===== config.mk =====
export PLATFORM = sky130hd
export DESIGN_NAME = branch_addr_ctrl_flat
export DESIGN_NICKNAME = d
export VERILOG_FILES = /design/src/rtl/branch_addr_ctrl_pkg.sv /design/src/rtl/branch_addr_ctrl_if.sv /design/src/rtl/branch_addr_ctrl_tick_down_counter.sv /design/src/rtl/branch_addr_ctrl.sv /design/src/flat_wrapper.sv
export SDC_FILE = /design/constraint.sdc
export NUM_CORES = 1
export LEC_CHECK = 0
export CAP_MARGIN = 10
export CORE_MARGIN = 1.5
export CORE_UTILIZATION = 40
export DETAILED_ROUTE_END_ITERATION = 6
export PLACE_DENSITY = 0.74
export SLEW_MARGIN = 0
export SYNTH_ARGS = -nofsm -noshare
export SYNTH_HDL_FRONTEND = slang
export SYNTH_SLANG_ARGS = --single-unit

===== constraint.sdc =====
create_clock -name clk -period 1.7 [get_ports clk]
set_clock_uncertainty 0.2 [all_clocks]
set_input_delay 0.17 -clock clk [delete_from_list [all_inputs] [get_ports clk]]
set_output_delay 0.17 -clock clk [all_outputs]
set_load 0.03 [all_outputs]

===== src/rtl/branch_addr_ctrl_pkg.sv =====
`default_nettype none
// ============================================================================
// Module      : branch_ctrl_pkg
// Description : Shared types and helpers for the branch-address controller:
//               FSM state encoding, grant-source encoding and counter sizing.
// Ports       : none (package)
// Revision    : 1.0 - initial release
// ============================================================================
package branch_ctrl_pkg;

  typedef enum logic [1:0] {
    ST_IDLE    = 2'd0,
    ST_CAPTURE = 2'd1,
    ST_DRIVE   = 2'd2,
    ST_FLUSH   = 2'd3
  } state_t;

  typedef enum logic {
    SRC_BR  = 1'b0,
    SRC_IRQ = 1'b1
  } src_t;

  // Ceiling log2; clog2(1) = 0.
  function automatic int clog2(input int value);
    int width;
    int rem;
    width = 0;
    rem   = value - 1;
    while (rem > 0) begin
      width = width + 1;
      rem   = rem >> 1;
    end
    return width;
  endfunction

  // Bits needed to hold 0..max_count, never less than one.
  function automatic int cnt_width(input int max_count);
    int width;
    width = clog2(max_count + 1);
    return (width < 1) ? 1 : width;
  endfunction

endpackage
`default_nettype wire


===== src/rtl/branch_addr_ctrl_if.sv =====
`default_nettype none
// ============================================================================
// Module      : branch_addr_ctrl_if
// Description : Bundle between the branch-address controller and its
//               neighbours (branch unit, interrupt unit, address register,
//               PC and pipeline).
// Ports       : br_req/br_target/br_ack    branch unit request + grant
//               irq_req/irq_vector/irq_ack interrupt unit request + grant
//               reg_ce/reg_d/reg_cs        address register control
//               pc_load/pc_ack             PC load handshake
//               flush/busy/err             status
//               modport slave  : controller side
//               modport master : environment side
// Revision    : 1.0 - initial release
// ============================================================================
interface branch_addr_ctrl_if #(
  parameter int ADDR_W = 8
);
  logic              br_req;
  logic [ADDR_W-1:0] br_target;
  logic              irq_req;
  logic [ADDR_W-1:0] irq_vector;
  logic              br_ack;
  logic              irq_ack;
  logic              reg_ce;
  logic [ADDR_W-1:0] reg_d;
  logic              reg_cs;
  logic              pc_load;
  logic              pc_ack;
  logic              flush;
  logic              busy;
  logic              err;

  modport slave (
    input  br_req, br_target, irq_req, irq_vector, pc_ack,
    output br_ack, irq_ack, reg_ce, reg_d, reg_cs, pc_load, flush, busy, err
  );

  modport master (
    output br_req, br_target, irq_req, irq_vector, pc_ack,
    input  br_ack, irq_ack, reg_ce, reg_d, reg_cs, pc_load, flush, busy, err
  );
endinterface
`default_nettype wire


===== src/rtl/branch_addr_ctrl_tick_down_counter.sv =====
`default_nettype none
// ============================================================================
// Module      : tick_down_counter
// Description : Loadable down-counter that only moves on Tick; saturates at
//               zero and reports it on a zero flag.
// Ports       : clk, rst (async, active-high), tick (clock enable),
//               load/load_val (load has priority), dec (count down),
//               zero (count == 0)
// Revision    : 1.0 - initial release
// ============================================================================
module tick_down_counter #(
  parameter int WIDTH = 4
) (
  input  logic             clk,
  input  logic             rst,
  input  logic             tick,
  input  logic             load,
  input  logic [WIDTH-1:0] load_val,
  input  logic             dec,
  output logic             zero
);

  logic [WIDTH-1:0] r_count;

  always_ff @(posedge clk or posedge rst) begin
    if (rst) begin
      r_count <= '0;
    end else if (tick) begin
      if (load) begin
        r_count <= load_val;
      end else if (dec && (r_count != '0)) begin
        r_count <= r_count - WIDTH'(1);
      end
    end
  end

  assign zero = (r_count == '0);

endmodule
`default_nettype wire


===== src/rtl/branch_addr_ctrl.sv =====
`default_nettype none
// ============================================================================
// Module      : branch_addr_ctrl
// Description : Arbitrates branch-target and interrupt-vector requests,
//               loads the winner into the branch-address register, drives it
//               onto the PC bus until the PC acknowledges, then flushes the
//               pipeline for FLUSH_CYCLES Ticks. Interrupts win ties.
// Ports       : clk   system clock, rising edge
//               rst   asynchronous active-high reset
//               tick  global clock enable
//               bus   branch_addr_ctrl_if.slave (requests, register control,
//                     PC handshake, flush/busy/err status)
// Revision    : 1.0 - initial release
// ============================================================================
module branch_addr_ctrl
  import branch_ctrl_pkg::*;
#(
  parameter int ADDR_W       = 8,
  parameter int FLUSH_CYCLES = 2,
  parameter int ACK_TIMEOUT  = 15
) (
  input  logic                clk,
  input  logic                rst,
  input  logic                tick,
  branch_addr_ctrl_if.slave   bus
);

  // Both counters are loaded with (ticks - 1) and the terminal tick is the one
  // seen with the counter already at zero, so DRIVE lasts at most ACK_TIMEOUT
  // Ticks and FLUSH lasts exactly FLUSH_CYCLES Ticks.
  localparam bit C_FLUSH_EN  = (FLUSH_CYCLES > 0);
  localparam int C_FLUSH_MAX = (FLUSH_CYCLES > 0) ? FLUSH_CYCLES - 1 : 0;
  localparam int C_FLUSH_W   = cnt_width(C_FLUSH_MAX);
  localparam int C_TO_MAX    = (ACK_TIMEOUT > 0) ? ACK_TIMEOUT - 1 : 0;
  localparam int C_TO_W      = cnt_width(C_TO_MAX);
  localparam logic [C_TO_W-1:0] C_TO_LOAD = C_TO_W'(C_TO_MAX);

  state_t            r_state;
  src_t              r_src;
  logic [ADDR_W-1:0] r_reg_d;
  logic              r_reg_ce;
  logic              r_reg_cs;
  logic              r_pc_load;
  logic              r_flush;
  logic              r_busy;
  logic              r_err;

  logic              w_to_load;
  logic              w_to_dec;
  logic              w_to_zero;
  logic              w_fl_zero;

  // Timeout counter is armed while CAPTURE hands over to DRIVE.
  assign w_to_load = (r_state == ST_CAPTURE);
  assign w_to_dec  = (r_state == ST_DRIVE) && !bus.pc_ack;

  tick_down_counter #(
    .WIDTH (C_TO_W)
  ) u_timeout_cnt (
    .clk      (clk),
    .rst      (rst),
    .tick     (tick),
    .load     (w_to_load),
    .load_val (C_TO_LOAD),
    .dec      (w_to_dec),
    .zero     (w_to_zero)
  );

  generate
    if (C_FLUSH_EN) begin : g_flush_cnt
      localparam logic [C_FLUSH_W-1:0] C_FLUSH_LOAD = C_FLUSH_W'(C_FLUSH_MAX);
      logic w_fl_load;
      logic w_fl_dec;

      assign w_fl_load = (r_state == ST_DRIVE) && bus.pc_ack;
      assign w_fl_dec  = (r_state == ST_FLUSH);

      tick_down_counter #(
        .WIDTH (C_FLUSH_W)
      ) u_flush_cnt (
        .clk      (clk),
        .rst      (rst),
        .tick     (tick),
        .load     (w_fl_load),
        .load_val (C_FLUSH_LOAD),
        .dec      (w_fl_dec),
        .zero     (w_fl_zero)
      );
    end else begin : g_no_flush_cnt
      // FLUSH is never entered in this build.
      assign w_fl_zero = 1'b1;
    end
  endgenerate

  // Single FSM; every output except the acks is registered alongside the
  // state so that it changes on the same Tick edge as the state.
  always_ff @(posedge clk or posedge rst) begin
    if (rst) begin
      r_state   <= ST_IDLE;
      r_src     <= SRC_BR;
      r_reg_d   <= '0;
      r_reg_ce  <= 1'b0;
      r_reg_cs  <= 1'b1;
      r_pc_load <= 1'b0;
      r_flush   <= 1'b0;
      r_busy    <= 1'b0;
      r_err     <= 1'b0;
    end else if (tick) begin
      case (r_state)
        ST_IDLE: begin
          if (bus.irq_req) begin
            r_reg_d  <= bus.irq_vector;
            r_src    <= SRC_IRQ;
            r_state  <= ST_CAPTURE;
            r_reg_ce <= 1'b1;
            r_busy   <= 1'b1;
          end else if (bus.br_req) begin
            r_reg_d  <= bus.br_target;
            r_src    <= SRC_BR;
            r_state  <= ST_CAPTURE;
            r_reg_ce <= 1'b1;
            r_busy   <= 1'b1;
          end
        end

        ST_CAPTURE: begin
          r_state   <= ST_DRIVE;
          r_reg_ce  <= 1'b0;
          r_reg_cs  <= 1'b0;
          r_pc_load <= 1'b1;
        end

        ST_DRIVE: begin
          if (bus.pc_ack) begin
            r_reg_cs  <= 1'b1;
            r_pc_load <= 1'b0;
            if (C_FLUSH_EN) begin
              r_state <= ST_FLUSH;
              r_flush <= 1'b1;
            end else begin
              r_state <= ST_IDLE;
              r_busy  <= 1'b0;
            end
          end else if (w_to_zero) begin
            // PC never answered: release the bus and carry on, flagging err.
            r_reg_cs  <= 1'b1;
            r_pc_load <= 1'b0;
            r_err     <= 1'b1;
            r_state   <= ST_IDLE;
            r_busy    <= 1'b0;
          end
        end

        ST_FLUSH: begin
          if (w_fl_zero) begin
            r_state <= ST_IDLE;
            r_flush <= 1'b0;
            r_busy  <= 1'b0;
          end
        end

        default: begin
          r_state   <= ST_IDLE;
          r_reg_ce  <= 1'b0;
          r_reg_cs  <= 1'b1;
          r_pc_load <= 1'b0;
          r_flush   <= 1'b0;
          r_busy    <= 1'b0;
        end
      endcase
    end
  end

  // Acks are Tick-qualified so the requester sees one strobe at the single
  // Tick edge that leaves CAPTURE, however slowly Tick runs.
  assign bus.br_ack  = tick && (r_state == ST_CAPTURE) && (r_src == SRC_BR);
  assign bus.irq_ack = tick && (r_state == ST_CAPTURE) && (r_src == SRC_IRQ);
  assign bus.reg_ce  = r_reg_ce;
  assign bus.reg_d   = r_reg_d;
  assign bus.reg_cs  = r_reg_cs;
  assign bus.pc_load = r_pc_load;
  assign bus.flush   = r_flush;
  assign bus.busy    = r_busy;
  assign bus.err     = r_err;

endmodule
`default_nettype wire


===== src/flat_wrapper.sv =====
// flat-port wrapper written by rule: the top's interface ports become plain ports
module branch_addr_ctrl_flat import branch_ctrl_pkg::*;
#(
  parameter int ADDR_W       = 8,
  parameter int FLUSH_CYCLES = 2,
  parameter int ACK_TIMEOUT  = 15
)
  (clk, rst, tick, bus_br_req, bus_br_target, bus_irq_req, bus_irq_vector, bus_pc_ack, bus_br_ack, bus_irq_ack, bus_reg_ce, bus_reg_d, bus_reg_cs, bus_pc_load, bus_flush, bus_busy, bus_err);
  branch_addr_ctrl_if #(.ADDR_W(ADDR_W)) bus_i ();
  input  logic clk;
  input  logic rst;
  input  logic tick;
  input wire logic [$bits(bus_i.br_req)-1:0] bus_br_req;
  input wire logic [$bits(bus_i.br_target)-1:0] bus_br_target;
  input wire logic [$bits(bus_i.irq_req)-1:0] bus_irq_req;
  input wire logic [$bits(bus_i.irq_vector)-1:0] bus_irq_vector;
  input wire logic [$bits(bus_i.pc_ack)-1:0] bus_pc_ack;
  output wire logic [$bits(bus_i.br_ack)-1:0] bus_br_ack;
  output wire logic [$bits(bus_i.irq_ack)-1:0] bus_irq_ack;
  output wire logic [$bits(bus_i.reg_ce)-1:0] bus_reg_ce;
  output wire logic [$bits(bus_i.reg_d)-1:0] bus_reg_d;
  output wire logic [$bits(bus_i.reg_cs)-1:0] bus_reg_cs;
  output wire logic [$bits(bus_i.pc_load)-1:0] bus_pc_load;
  output wire logic [$bits(bus_i.flush)-1:0] bus_flush;
  output wire logic [$bits(bus_i.busy)-1:0] bus_busy;
  output wire logic [$bits(bus_i.err)-1:0] bus_err;
  assign bus_i.br_req = bus_br_req;
  assign bus_i.br_target = bus_br_target;
  assign bus_i.irq_req = bus_irq_req;
  assign bus_i.irq_vector = bus_irq_vector;
  assign bus_i.pc_ack = bus_pc_ack;
  assign bus_br_ack = bus_i.br_ack;
  assign bus_irq_ack = bus_i.irq_ack;
  assign bus_reg_ce = bus_i.reg_ce;
  assign bus_reg_d = bus_i.reg_d;
  assign bus_reg_cs = bus_i.reg_cs;
  assign bus_pc_load = bus_i.pc_load;
  assign bus_flush = bus_i.flush;
  assign bus_busy = bus_i.busy;
  assign bus_err = bus_i.err;
  branch_addr_ctrl #(.ADDR_W(ADDR_W), .FLUSH_CYCLES(FLUSH_CYCLES), .ACK_TIMEOUT(ACK_TIMEOUT)) u_core (.clk(clk), .rst(rst), .tick(tick), .bus(bus_i));
endmodule

==> flow_metrics.py <==
metrics = {
    "run_status": {
        "status": "finished, violations left",
        "violations": "setup timing",
    },
    "routing": {
        "wire_per_inst_um": 14.2,
        "vias_per_cell": 5.34,
        "drt-initial-drc-count": 21,
        "dr_total_vias": 1041,
        "drc": 0,
        "firstDrtPassIters": 4,
        "drt_wl_total_mm": 2.77,
        "final_antenna_net_count": 0,
    },
    "sta": {
        "rsz0062_at_grt": "true",
        "timing.final.crit_share": 1.08,
        "tightest_slew_ps": 301,
        "relSlewSlack": 0.798,
        "min_period_ps": 1840,
        "slew_violations": 0,
        "max_freq_ghz": 0.543,
        "setup-violations-final": 10,
        "finalHoldViolCount": 0,
        "fin_ws_ps": -142,
        "final.setup.tns_ps": -524,
    },
    "synthesis": {
        "synth_most_common_cell": "dfrtp_1",
        "synth_edf_count": 0,
        "synth_area_per_cell_um2": 11.2,
        "syn-cell-area_mm2": 0.00114,
        "yosys_warnings": 0,
        "synth_fp_nets": 125,
        "syn_inst": 102,
        "synth-main-ff-cell": "dfrtp_1",
        "synth_area_leaders": "dfrtp_1, mux2_2, mux2_1",
        "synth_top_area_frac": 0.462,
        "ys_seq_area_frac": 0.485,
        "ys_seq_elements": 22,
        "ys_types": 37,
        "yosysTopAreaCell": "dfrtp_1",
        "async_flop_share": 1.00,
        "synth_common_cells": "dfrtp_1, mux2_2, mux2_1, nand2_1",
    },
    "layout": {
        "nFillCells": 216,
        "n_antenna_cell": 0,
        "instances_no_fill": 195,
        "layout-drive-gt1-share": 0.341,
        "post-route-util": 0.661,
        "area_growth_pct": 58.9,
        "nets": 188,
    },
    "floorplanning": {
        "die_w_um": 56.3,
        "initial_utilization": 0.416,
        "rows": 19,
        "die_area_mm2": 0.00317,
        "coreArea_mm2": 0.00273,
        "io_pins": 38,
        "fp.dieH_um": 56.3,
    },
    "setup_path": {
        "required_ps": 1710,
        "crit_path_top_delay_cell": "or4b_4",
        "r2r_setup_slack_ps": -140,
        "path_buf_inv": 1,
        "critPathKind": "reg -> reg",
        "cp_slowest_stage_delay_ps": 460,
        "critPathTopFamily": "simple AND/OR/NAND/NOR gates",
        "cp_cell_sequence": "inv_2 -> ha_4 -> or4b_4 -> mux2_4 -> o22a_1",
        "arrival_ps": 1850,
        "cp-end-kind": "flop",
        "path_max_fanout": 4,
        "start_kind": "flop",
    },
    "grt": {
        "grt_pass1_wl_mm": 4.67,
        "grt_use_total": 0.182,
        "first_global_vias": 1087,
        "grt_antenna_before_repair": 0,
        "grt.overflow.total": 0,
        "grt_max_degree": 23,
    },
    "pwr": {
        "power_density_mw_per_mm2": 1600,
        "peakVddDrop_v": 0.00106,
        "power_leakage_nw": 0.809,
    },
    "clock_network": {
        "numClockSinks": 22,
        "cts_root_buf": "clkbuf_4",
        "cts_tree": "built",
        "tritoncts.num_buffers": 3,
        "h-tree-depth": 1,
        "clock_path_buffers": 2,
        "insertion_delay_ps": 310,
        "clk_pin_slew_ps": 130,
    },
    "placement": {
        "dp_hpwl_mm": 1.92,
        "placedCellCount": 183,
        "portBuffers": 37,
        "post-place-ws_ps": -202,
        "routabilityCongestion": 0.748,
    },
    "job": {
        "drv_cap": 0,
    },
    "min_path": {
        "hold_path.class": "reg -> reg",
    },
}
per-layer routing:
metal  vias up  share of wire  track usage
li1        503              -            -
met1       502           0.43        0.223
met2        34           0.49        0.303
met3         2          0.073       0.0530
met4         0         0.0050       0.0680
met5         -              0            0
kinds of logic after synthesis:
family,after synthesis,synth area share
adder cells (fa/ha/maj),1,0.0110
buffers and inverters,11,0.0407
AO/OA/AOI/OAI,24,0.145
multiplexers,17,0.168
flip-flops,22,0.485
AND/OR/NAND/NOR,27,0.150
power breakdown:
group	switching [W]	internal, W
Sequential	0.000163	0.000771
Combinational	0.000804	0.000741
Clock	0.000166	0.000238
final timing paths:
path,start,endpoint,cells past startpoint
worst max-delay path,u_core.u_timeout_cnt.r_count[1]$_DFFE_PP0P_,u_core.bus.busy$_DFFE_PP0P_,5
worst min-delay path,u_core.bus.err$_DFFE_PP0P_,u_core.bus.err$_DFFE_PP0P_,2
worst max register to register,u_core.u_timeout_cnt.r_count[1]$_DFFE_PP0P_,u_core.bus.busy$_DFFE_PP0P_,5
worst min register to register,u_core.bus.err$_DFFE_PP0P_,u_core.bus.err$_DFFE_PP0P_,2
max in group asynchronous,rst,u_core.bus.reg_cs$_DFFE_PP1P_,4
min in group asynchronous,rst,u_core.bus.reg_d[6]$_DFFE_PP0P_,4
sequential cells by signal, summed over array words and instances (netlist names):
register and flops:
u_core.r_state 2, u_core.bus.flush 1, u_core.bus.pc_load 1, u_core.bus.reg_d 8
u_core.r_src 1, u_core.u_timeout_cnt.r_count 4, u_core.bus.reg_ce 1, u_core.bus.err 1
u_core.bus.busy 1, u_core.bus.reg_cs 1, u_core.g_flush_cnt.u_flush_cnt.r_count 1
cell type report:
| class | count | area, µm² | area share |
|---|---|---|---|
| inverter | 5 | 18.8 | 0.0104 |
| multi-input combinational | 69 | 587 | 0.325 |
| clock inverter | 1 | 30.0 | 0.0166 |
| timing repair buffer | 64 | 558 | 0.309 |
| sequential | 22 | 552 | 0.305 |
| tap | 31 | 38.8 | 0.0215 |
| clock buffer | 3 | 22.5 | 0.0125 |
worst reg2reg max path, cell delays in order, from the launching register on:
cell and delay (ps):
dfrtp_1 420, inv_2 80, ha_4 140, or4b_4 460
mux2_4 280, o22a_1 160
through the flow:
step	area (µm²)	total power [W]	hold WS [ps]
6_report	1810	0.00288	279
3_5_place_dp	1680	0.00244	264
3_3_place_gp	1680	0.00240	252
4_1_cts	1760	0.00282	287
2_1_floorplan	1160	0.00181	-41.5
5_1_grt	1810	0.00308	325
layout by cell type (no fill, tap or decap), types with 2 or more instances in the layout:
master           Yosys  layout
o31ai_1              2       2
inv_2                0       2
mux2_1               8       8
nor2_1               3       3
o21ai_0              5       4
buf_6                0       2
clkbuf_4             0       3
clkdlybuf4s50_1      0      21
inv_1                5       3
nand2_1              8       8
buf_4                1      25
nor3_1               2       2
a21oi_1              4       4
nor3b_2              2       2
dfrtp_1             21      21
dlygate4sd2_1        0      14
nand4_1              3       3
a31oi_1              3       3
mux2_2               9       8
repair_timing:
action / CTS / global route
endpoints found under the hold margin: 13 / 0
endpoints found under the setup margin: 24 / 12
setup buffers: 3 / 3
cloned: 0 / 1
hold buffers: 1 / 0
pin swaps: 2 / 4
gates resized for setup: 19 / 5
Note: power is estimated with default switching activity, not from simulation.
